### src/rtl/psdsqrt_arbiter.sv
// rtl/psdsqrt_arbiter.sv - round-robin sequencer for the shared psdsqrt datapath
//
// Grants one requester at a time, drives the datapath start/stop pulses,
// captures the 16-bit root and returns it with a per-requester done pulse.
//
// Ports:
//   clock          master clock, rising edge
//   reset          asynchronous active-low reset
//   req[NREQ]      request level per requester
//   xin_bus        operands, requester i at [32i+31:32i]
//   ack[NREQ]      one-cycle grant pulse (operand latched)
//   done[NREQ]     one-cycle completion pulse (result valid)
//   result[16]     last computed root, held until next completion
//   busy           high whenever the sequencer is not idle
//   sq_start       datapath start pulse
//   sq_stop        datapath stop pulse
//   sq_xin[32]     registered operand to the datapath
//   sq_sqrt[16]    root from the datapath
//   ops_done[16]   saturating completion count (only with PSDSQRT_ARB_CNT_EN)
//
// Build option: define PSDSQRT_ARB_CNT_EN to add the ops_done counter.

module psdsqrt_arbiter #(
  parameter int NREQ       = 4,
  parameter int RUN_CYCLES = 16
) (
  input  logic                 clock,
  input  logic                 reset,
  input  logic [NREQ-1:0]      req,
  input  logic [NREQ*32-1:0]   xin_bus,
  output logic [NREQ-1:0]      ack,
  output logic [NREQ-1:0]      done,
  output logic [15:0]          result,
  output logic                 busy,
  output logic                 sq_start,
  output logic                 sq_stop,
  output logic [31:0]          sq_xin,
`ifdef PSDSQRT_ARB_CNT_EN
  output logic [15:0]          ops_done,
`endif
  input  logic [15:0]          sq_sqrt
);

  localparam int IW = (NREQ > 1) ? $clog2(NREQ) : 1;
  localparam int CW = $clog2(RUN_CYCLES);
  localparam logic [NREQ-1:0] ONE = NREQ'(1);

  typedef enum logic [2:0] {
    S_IDLE,
    S_START,
    S_RUN,
    S_STOP,
    S_DONE
  } state_t;

  state_t          state;
  logic [IW-1:0]   idx;
  logic [IW-1:0]   last;
  logic [CW-1:0]   cnt;

  logic [IW-1:0]   pick;
  logic            pick_valid;
  int              cand;

  // Round-robin search starting just after the previous winner. The loop runs
  // from the farthest candidate to the nearest so the nearest hit is the one
  // left standing.
  always_comb begin
    pick       = last;
    pick_valid = 1'b0;
    cand       = 0;
    for (int k = NREQ; k >= 1; k--) begin
      cand = int'(last) + k;
      if (cand >= NREQ) cand = cand - NREQ;
      if (req[cand]) begin
        pick       = IW'(cand);
        pick_valid = 1'b1;
      end
    end
  end

  always_ff @(posedge clock or negedge reset) begin
    if (!reset) begin
      state    <= S_IDLE;
      idx      <= '0;
      last     <= IW'(NREQ - 1);
      cnt      <= '0;
      ack      <= '0;
      done     <= '0;
      result   <= '0;
      busy     <= 1'b0;
      sq_start <= 1'b0;
      sq_stop  <= 1'b0;
      sq_xin   <= '0;
    end else begin
      // Pulse outputs default low; each is raised for exactly one state.
      ack      <= '0;
      done     <= '0;
      sq_start <= 1'b0;
      sq_stop  <= 1'b0;
      case (state)
        S_IDLE: begin
          if (pick_valid) begin
            state    <= S_START;
            idx      <= pick;
            last     <= pick;
            sq_xin   <= xin_bus[32*int'(pick) +: 32];
            sq_start <= 1'b1;
            ack      <= ONE << pick;
            busy     <= 1'b1;
          end
        end
        S_START: begin
          state <= S_RUN;
          cnt   <= CW'(RUN_CYCLES - 1);
        end
        S_RUN: begin
          if (cnt == '0) begin
            state   <= S_STOP;
            sq_stop <= 1'b1;
          end else begin
            cnt <= cnt - 1'b1;
          end
        end
        S_STOP: begin
          state <= S_DONE;
        end
        S_DONE: begin
          // The datapath root is stable here; done lands with the return to IDLE.
          state  <= S_IDLE;
          result <= sq_sqrt;
          done   <= ONE << idx;
          busy   <= 1'b0;
        end
        default: state <= S_IDLE;
      endcase
    end
  end

`ifdef PSDSQRT_ARB_CNT_EN
  // Counts on the same edge that raises done, so the count and pulse align.
  always_ff @(posedge clock or negedge reset) begin
    if (!reset) begin
      ops_done <= '0;
    end else if (state == S_DONE && ops_done != 16'hFFFF) begin
      ops_done <= ops_done + 16'd1;
    end
  end
`endif

endmodule

### config.mk
export PLATFORM = sky130hd
export DESIGN_NAME = psdsqrt_arbiter
export DESIGN_NICKNAME = d
export VERILOG_FILES = /design/src/rtl/psdsqrt_arbiter.sv
export SDC_FILE = /design/constraint.sdc
export NUM_CORES = 1
export LEC_CHECK = 0
export CAP_MARGIN = 10
export CORE_UTILIZATION = 39
export DETAILED_ROUTE_END_ITERATION = 10
export PLACE_DENSITY = 0.81
export SYNTH_ARGS = -nofsm -noshare
export SYNTH_HDL_FRONTEND = slang
export SYNTH_SLANG_ARGS = --single-unit
### constraint.sdc
create_clock -name clock -period 2.2 [get_ports clock]
set_clock_uncertainty 0.2 [all_clocks]
set_input_delay 0.44 -clock clock [delete_from_list [all_inputs] [get_ports clock]]
set_output_delay 0.44 -clock clock [all_outputs]
set_load 0.03 [all_outputs]
== Word level (Yosys, flattened, before mapping) ==
Cells that the tools add are included.

* Bits in latches: 0
* Memories kept: 0
* ROM bits: 0
* Memory bits (writable): 0
* Logic and storage cells: 84
* Flip-flop bits (word level): 70
* Output and inout bits: 59

* Multipliers: 0
* Mux-type cells: 38
* Divide/modulo/power cells: 0
* $lt $le $gt $ge: 8
* $add $sub $neg: 9
* Bitwise operators: 0
* Eq/ne operators: 7
* Reductions and logical operators: 8
* Shifts and indexed selects: 3

{| class="wikitable"
|+ Operators by type and width
! kind !! count
|-
| $lt A32 B4 Y1 const B || 4
|-
| $mux W32 || 4
|-
| $shiftx A128 B8 Y32 || 1
|-
| $mux W1 || 17
|-
| $mux W4 || 4
|-
| $pmux W3 S4 || 1
|-
| $sub A3 B3 Y4 const B || 3
|-
| $ge A3 B3 Y1 const B || 3
|-
| $bmux W1 S2 || 4
|-
| $mux W2 || 4
|-
| $pmux W4 S2 || 1
|-
| $reduce_and A2 Y1 || 4
|-
| $shl A1 B2 Y4 const A || 2
|-
| $add A2 B2 Y3 const B || 2
|-
| $eq A3 B2 Y1 const B || 2
|-
| $mux W3 || 2
|-
| $ne A2 B2 Y1 const B || 3
|-
| $sub A4 B3 Y5 const B || 1
|-
| $add A2 B3 Y4 const B || 1
|-
| $ge A4 B3 Y1 const B || 1
|-
| $logic_not A4 Y1 || 1
|-
| $reduce_bool A2 Y1 || 2
|-
| $sub A4 B1 Y4 const B || 1
|-
| $add A2 B1 Y3 const B || 1
|-
| other kinds (4) || 4
|}

== Depth between registers and ports, before layout ==
Gate-level depths: netlist of the first run.

* Depth in word-level cells: 13
* Depth in mapped cells: 8

== Worst setup path after synthesis of the first run ==
OpenSTA, ideal clock, no wires.

* Kind: register -> register
* From: reg last[1]
* To: reg sq_xin[27]
* Arrival time: 1,654 ps
* Setup slack: 216 ps
* Stages on the path, launching flop included: 8
* Library setup time: 130 ps
* Required time: 1,870 ps
* Cell sequence: dfstp_2 -> buf_4 -> mux2i_1 -> a221oi_1 -> buf_4 -> buf_4 -> mux2i_1 -> a221oi_2

* Longest elaborated chain between the ends: 11
* Elaborated cells between the ends (all ways): 38
* Classes of those cells: add/sub (8); order compare (4); shift (1); mux (24); reduce/logical (1)

{| class="wikitable"
|+ Ends and longest elaborated chain
! what !! RTL line !! source
|-
| start: declaration || 58 || <nowiki>logic [IW-1:0] last;</nowiki>
|-
| start signal: assignment || 86 || <nowiki>last <= IW'(NREQ - 1);</nowiki>
|-
| start signal: assignment || 106 || <nowiki>last <= pick;</nowiki>
|-
| $add A2 B3 Y4 || 73 || <nowiki>cand = int'(last) + k;</nowiki>
|-
| $sub A4 B3 Y5 / $ge A4 B3 Y1 (equally long branches) || 74 || <nowiki>if (cand >= NREQ) cand = cand - NREQ;</nowiki>
|-
| $mux W32 || 74 ||
|-
| $bmux W1 S2 || 75 || <nowiki>if (req[cand]) begin</nowiki>
|-
| $mux W1 (not written as such) (2 in a row) || 75 ||
|-
| $mux W2 / $mux W1 (equally long branches) (4 in a row) || 75 ||
|-
| $shiftx A128 B8 Y32 / $reduce_and A2 Y1 (equally long branches) || - ||
|-
| end signal: assignment || 107 || <nowiki>sq_xin <= xin_bus[32*int'(pick) +: 32];</nowiki>
|-
| end: declaration || 37 || <nowiki>output logic [31:0] sq_xin,</nowiki>
|}

Parallel ways exist; a longest one is shown, timed or not. The select of a mux whose other input is x is not followed.
A chain may end at the register's enable or synchronous reset.

== Worst setup path after layout of the first run ==
* From: in req[2]
* To: reg sq_xin[1]

* Longest elaborated chain between the ends: 8
* Elaborated cells between the ends (all ways): 22
* Classes of those cells: shift (1); mux (20); reduce/logical (1)

{| class="wikitable"
|+ Ends and longest elaborated chain
! what !! RTL line !! source
|-
| start: declaration || 29 || <nowiki>input logic [NREQ-1:0] req,</nowiki>
|-
| $bmux W1 S2 || 75 ||
|-
| $mux W1 (not written as such) (2 in a row) || 75 ||
|-
| $mux W2 / $mux W1 (equally long branches) (4 in a row) || 75 ||
|-
| $shiftx A128 B8 Y32 / $reduce_and A2 Y1 (equally long branches) || - ||
|}

Parallel ways exist; a longest one is shown, timed or not. The select of a mux whose other input is x is not followed.

==> results of run 1 <==
where the power goes:
part,internal [mW],leakage [nW],switching [mW]
combinational,2.50,1.90,2.87
clock,0.633,0.113,0.506
sequential,1.90,0.813,0.357
registers in the layout, summed over array words and instances (netlist names):
| signal | flops |
|---|---|
| ack | 4 |
| busy | 1 |
| cnt | 4 |
| done | 4 |
| idx | 2 |
| last | 2 |
| result | 16 |
| sq_start | 1 |
| sq_stop | 1 |
| sq_xin | 32 |
| state | 3 |
metal layers:
metal | wire, um | up-vias | part of all wire, %
met4 | 167 | 0 | 1.4
met3 | 993 | 14 | 8.4
li1 | - | 1652 | -
met1 | 4579 | 1683 | 39
met5 | 0 | - | 0
met2 | 6098 | 134 | 52
worst max-delay path, delay by kind of cell:
family | cells | cell delay [ps]
AOI/OAI and AO/OA | 2 | 460
muxes | 2 | 450
buffers and inverters | 2 | 800
synthesized netlist by cell type, types with 3 or more instances:
library cell / number
and2_1: 4
nor3b_1: 3
clkbuf_1: 7
nor2_1: 42
nand2_1: 57
mux2i_1: 67
buf_2: 3
a221oi_2: 20
a21oi_1: 5
buf_4: 7
nor3_1: 3
nand2b_1: 3
dfrtp_1: 68
buf_6: 4
inv_1: 4
a221oi_1: 13
o21ai_0: 3
final timing paths:
path / endpoint / cells past startpoint
setup / recovery: sq_xin[1] / 6
hold / removal: result[7] / 2
setup reg to reg: sq_xin[1] / 5
hold reg to reg: result[7] / 2
max in group asynchronous: last[0] / 3
min in group asynchronous: sq_xin[4] / 3
final cells by class:
class                           count  area (sq um)
Fill cell                         736          2919
Timing Repair Buffer              235          2397
Multi-Input combinational cell    240          1821
Sequential cell                    70          1754
Tap cell                          129         161.4
Clock buffer                        9         123.9
Clock inverter                      7         88.84
Inverter                            5         18.77
cells by family (layout without fill, tap and decap cells):
family,Yosys count,count (layout),synth area share [%]
compound gates,45,45,13.44
xor+xnor,3,3,0.6987
fa+ha+maj,2,2,0.6652
buf+inv,30,256,6.054
flops,70,70,46.64
mux,67,67,17.83
simple gates,123,123,14.67
per-stage QoR:
stage               worst slack, ps  setup TNS (ps)  hold WS [ps]  area (sq um)
global route                 -46.49          -167.4         303.6          6365
finish                        23.02               0         288.3          6365
detailed placement           -382.1          -10860         261.5          6048
global placement             -281.1           -8984         256.8          6048
CTS                          -12.54          -12.54         289.5          6271
floorplan                     216.5               0        -55.59          3761
timing repair:
| item | CTS | global route |
|---|---|---|
| hold endpoints to repair | 68 | 0 |
| gates cloned | 0 | 2 |
| buffers inserted | 0 | 2 |
| resized for setup | 0 | 6 |
| endpoints found under the setup margin | 1 | 31 |
| hold buffers | 1 | 0 |
| pin swaps | 0 | 3 |
==> results.yml, run 1 <==
yosys:
  synth_area_leader_cell: "dfrtp_1"
  synth-seq-area-share_pct: 46.64
  syn-mean-instance-area_sq_um: 11.06
  synth.distinct_cells: 37
  synth_nets: 492
  synthTopCellsByArea: "dfrtp_1, mux2i_1, a221oi_2"
  ys_ff_latch: 70
  synth_area_sq_um: 3761
  synth_edf_count: 0
  synthCells: 340
  yosysWarnings: 0
  async_reset_ff_share_pct: 100.0
  synth_flop_cell: "dfrtp_1"
  yosysTopAreaCellShare_pct: 45.24
grt:
  grt_pass1_vias: 3613
  busiest_layer: "met2"
  met1_usage_pct: 26.02
  grt_usage_pct: 23.36
  met2_usage_pct: 42.78
  grtUsageMet3_pct: 7.103
  grt_pass1_wl_um: 18260
  gr-total-overflow: 0
  grt_max_degree: 71
  antenna_found_initial: 0
route:
  drt_iter0_drc: 119
  drc: 0
  wirelength_um: 11840
  wl_per_cell_um: 17.03
  drt-vias-per-instance: 5.012
  firstDrtPassIters: 4
  vias: 3483
  ant_nets: 0
setup_path:
  r2r_setup_slack_ps: 70
  startpoint: "req[2]"
  worst_path_most_repeated_cell: "mux2i_1"
  slowest_stage: "clkdlybuf4s50_1"
  endpoint_kind: "register"
  r2r_start: "last[1]"
  crit_arrival_ps: 2190
  crit_path_start_kind: "input port"
  required_ps: 2210
  crit_type: "in2reg"
  critPathMaxFanout: 36
  worstPathCellList: "clkdlybuf4s50_1 -> mux2i_1 -> a221oi_4 -> buf_12 -> mux2i_1 -> a221oi_2"
  max_stage_delay_ps: 510
floorplan:
  die_h_um: 100.2
  rows: 35
  start_util_pct: 40.51
  die_x_um: 100.2
  design.core.area_sq_um: 9284
  die_area_sq_um: 10040
  io-pin-count: 209
worst_hold_path:
  hold_class: "reg2reg"
  holdCritStartpoint: "result[7]"
power:
  ir_drop_uv: 666.1
  power.leakage_nw: 2.821
  power.density_nw_per_um2: 1378
  finalPower_mw: 8.768
sta:
  fmax_mhz: 459.4
  report.final.hold_viol_count: 0
  fin_crit_sh_pct: 98.95
  rsz0062_at_grt: "true"
  drv_slew: 0
  setup_viol: 0
  min_period_ps: 2177
  tightest_slew_ps: 651.9
  relSlewSlack_pct: 56.44
clock_tree:
  cts_tree: "built"
  cts_buffers: 9
  clk_path_buf_depth: 2
  clock_sink_count: 70
  clock_latency_ps: 330
  root_buffer: "clkbuf_8"
  clk_pin_slew_ps: 80
  h-tree-depth: 3
final_layout:
  layout-drive-gt1-share_pct: 13.43
  mostFrequentLayoutCell: "clkdlybuf4s50_1"
  final_cell_mix: "clkdlybuf4s50_1, dfrtp_1, mux2i_1, nand2_1, nor2_1"
  area_growth_syn_to_layout_pct: 69.23
  final_util_pct: 68.56
  diodes: 0
  finalNetCount: 713
  stdcell_count: 695
placed_design:
  place_hpwl_um: 8574
  place.gp.congestion: 0.8111
  dp_cells: 674
  port-buffer-count: 208
outcome:
  status: "completed"
flow_run:
  drv_cap: 0
No activity file was read; power rests on OpenSTA's default activity.
==> run 2: changes to the inputs <==
CAP_MARGIN = 15   (was 10)
MAX_ROUTING_LAYER = met4   (was default)
REMOVE_ABC_BUFFERS = 1   (was default)
==> results.yml, run 2 (synthesis results as in run 1) <==
power:
  power_frac_comb_pct: 60.7
  finalPower_mw: 9.064
  power.leakage_nw: 2.846
  switching_share_pct: 41.96
  ir_drop_uv: 649.0
  clockPowerShare_pct: 13.8
  p_seq_share_pct: 25.4
  p_int_mw: 5.260
  netSwitchingPower_mw: 3.803
  power.density_nw_per_um2: 1400
route:
  firstDrtPassIters: 4
  ant_nets: 0
  vias: 3503
  drt-vias-per-instance: 4.990
  met2_wirelength_um: 6192
  wirelength_um: 11640
  wl_met3_um: 584
  routed.top_layer: "met4"
  drt_iter0_drc: 96
  drc: 0
  wl_met1_um: 4636
  wl_per_cell_um: 16.58
final_layout:
  mostFrequentLayoutCell: "clkdlybuf4s50_1"
  final_cell_mix: "clkdlybuf4s50_1, dfrtp_1, mux2i_1, nand2_1, nor2_1"
  final_util_pct: 69.74
  regMostFlops: "sq_xin"
  area_growth_syn_to_layout_pct: 72.16
  finalNetCount: 720
  top_regs: "sq_xin (32), result (16)"
  layout-drive-gt1-share_pct: 15.36
  largest_reg_flops: 32
  diodes: 0
placed_design:
  place.gp.congestion: 0.7642
  place_hpwl_um: 8588
  dp_slack_ps: -628.4
  port-buffer-count: 208
sta:
  tightest_slew_ps: 670.5
  drv_slew: 0
  fin_crit_sh_pct: 98.56
  relSlewSlack_pct: 55.30
  setup_viol: 0
  holdWs_ps: 281.0
  min_period_ps: 2168
  report.final.hold_viol_count: 0
  fmax_mhz: 461.2
  rsz0062_at_grt: "true"
  layout_setup_ws_ps: 31.63
  finalSetupTns_ps: 0
outcome:
  status: "completed"
clock_tree:
  clk_path_buf_depth: 2
  root_buffer: "clkbuf_8"
  cts_tree: "built"
  clock_sink_count: 70
  clock_latency_ps: 350
  cts_buffers: 9
  h-tree-depth: 3
  clk_pin_slew_ps: 80
floorplan:
  start_util_pct: 40.51
  rows: 35
  io-pin-count: 209
  design.core.area_sq_um: 9284
  die_area_sq_um: 10040
  die_h_um: 100.2
  die_x_um: 100.2
grt:
  grt_max_degree: 71
  grt_usage_pct: 24.34
  gr-total-overflow: 0
  grt_pass1_vias: 3790
  antenna_found_initial: 0
  grt_pass1_wl_um: 18270
setup_path:
  crit_path_start_kind: "input port"
  crit_arrival_ps: 2220
  crit_type: "in2reg"
  endpoint_kind: "register"
  required_ps: 2250
  critPathMaxFanout: 8
worst_hold_path:
  hold_class: "reg2reg"
flow_run:
  drv_cap: 0
run 2: per-stage QoR:
step | cell area, sq um | instances
after global placement | 6088 | 681
after CTS | 6381 | 700
after global routing | 6475 | 702
after detailed placement | 6088 | 681
after floorplan | 3552 | 315
final | 6475 | 702
run 2: layout make-up:
class	instances	area [sq um]
clock buffers	10	127.6
clock inverters	6	111.4
fillers	722	2809
inverters	5	18.77
multi-input cells	240	1852
flip-flops and latches	70	1754
well taps	129	161.4
repair buffers	242	2450
run 2: worst max-delay path: stages:
cell and delay (ps):
clkdlybuf4s50_1 490, buf_4 190, a221oi_4 290, buf_6 160, buf_6 140, clkbuf_16 160, mux2i_1 80, a221oi_2 260
run 2: power groups by stage:
stage	combinational [mW]	clock [mW]	sequential [mW]
after detailed placement	5.28	0	2.31
after floorplan	1.91	0	3.21
after CTS	5.41	1.28	2.30
final	5.51	1.25	2.30
after global placement	5.17	0	2.27
after global routing	5.87	1.34	2.37
run 2: metal layers:
| metal | up-vias | track usage, % |
|---|---|---|
| met3 | 18 | 4.735 |
| met5 | - | - |
| met4 | 0 | 9.476 |
| met2 | 134 | 42.62 |
| met1 | 1688 | 27.37 |
| li1 | 1663 | - |
run 2: final timing paths:
path	start	end	slack (ps)	cells past startpoint
hold / removal	result[1]	result[1]	280	2
hold reg to reg	result[1]	result[1]	280	2
setup reg to reg	last[0]	sq_xin[29]	40	7
max in group asynchronous	reset	last[0]	1010	3
min in group asynchronous	reset	sq_start	430	3
setup / recovery	req[1]	sq_xin[29]	30	8
run 2: timing repair:
action | in CTS | in global routing
resized for setup | 3 | 15
pin swaps | 1 | 4
setup endpoints to repair | 32 | 28
setup buffers | 1 | 2
gates cloned | 1 | 1
endpoints found under the hold margin | 68 | 0
hold buffers | 1 | 0
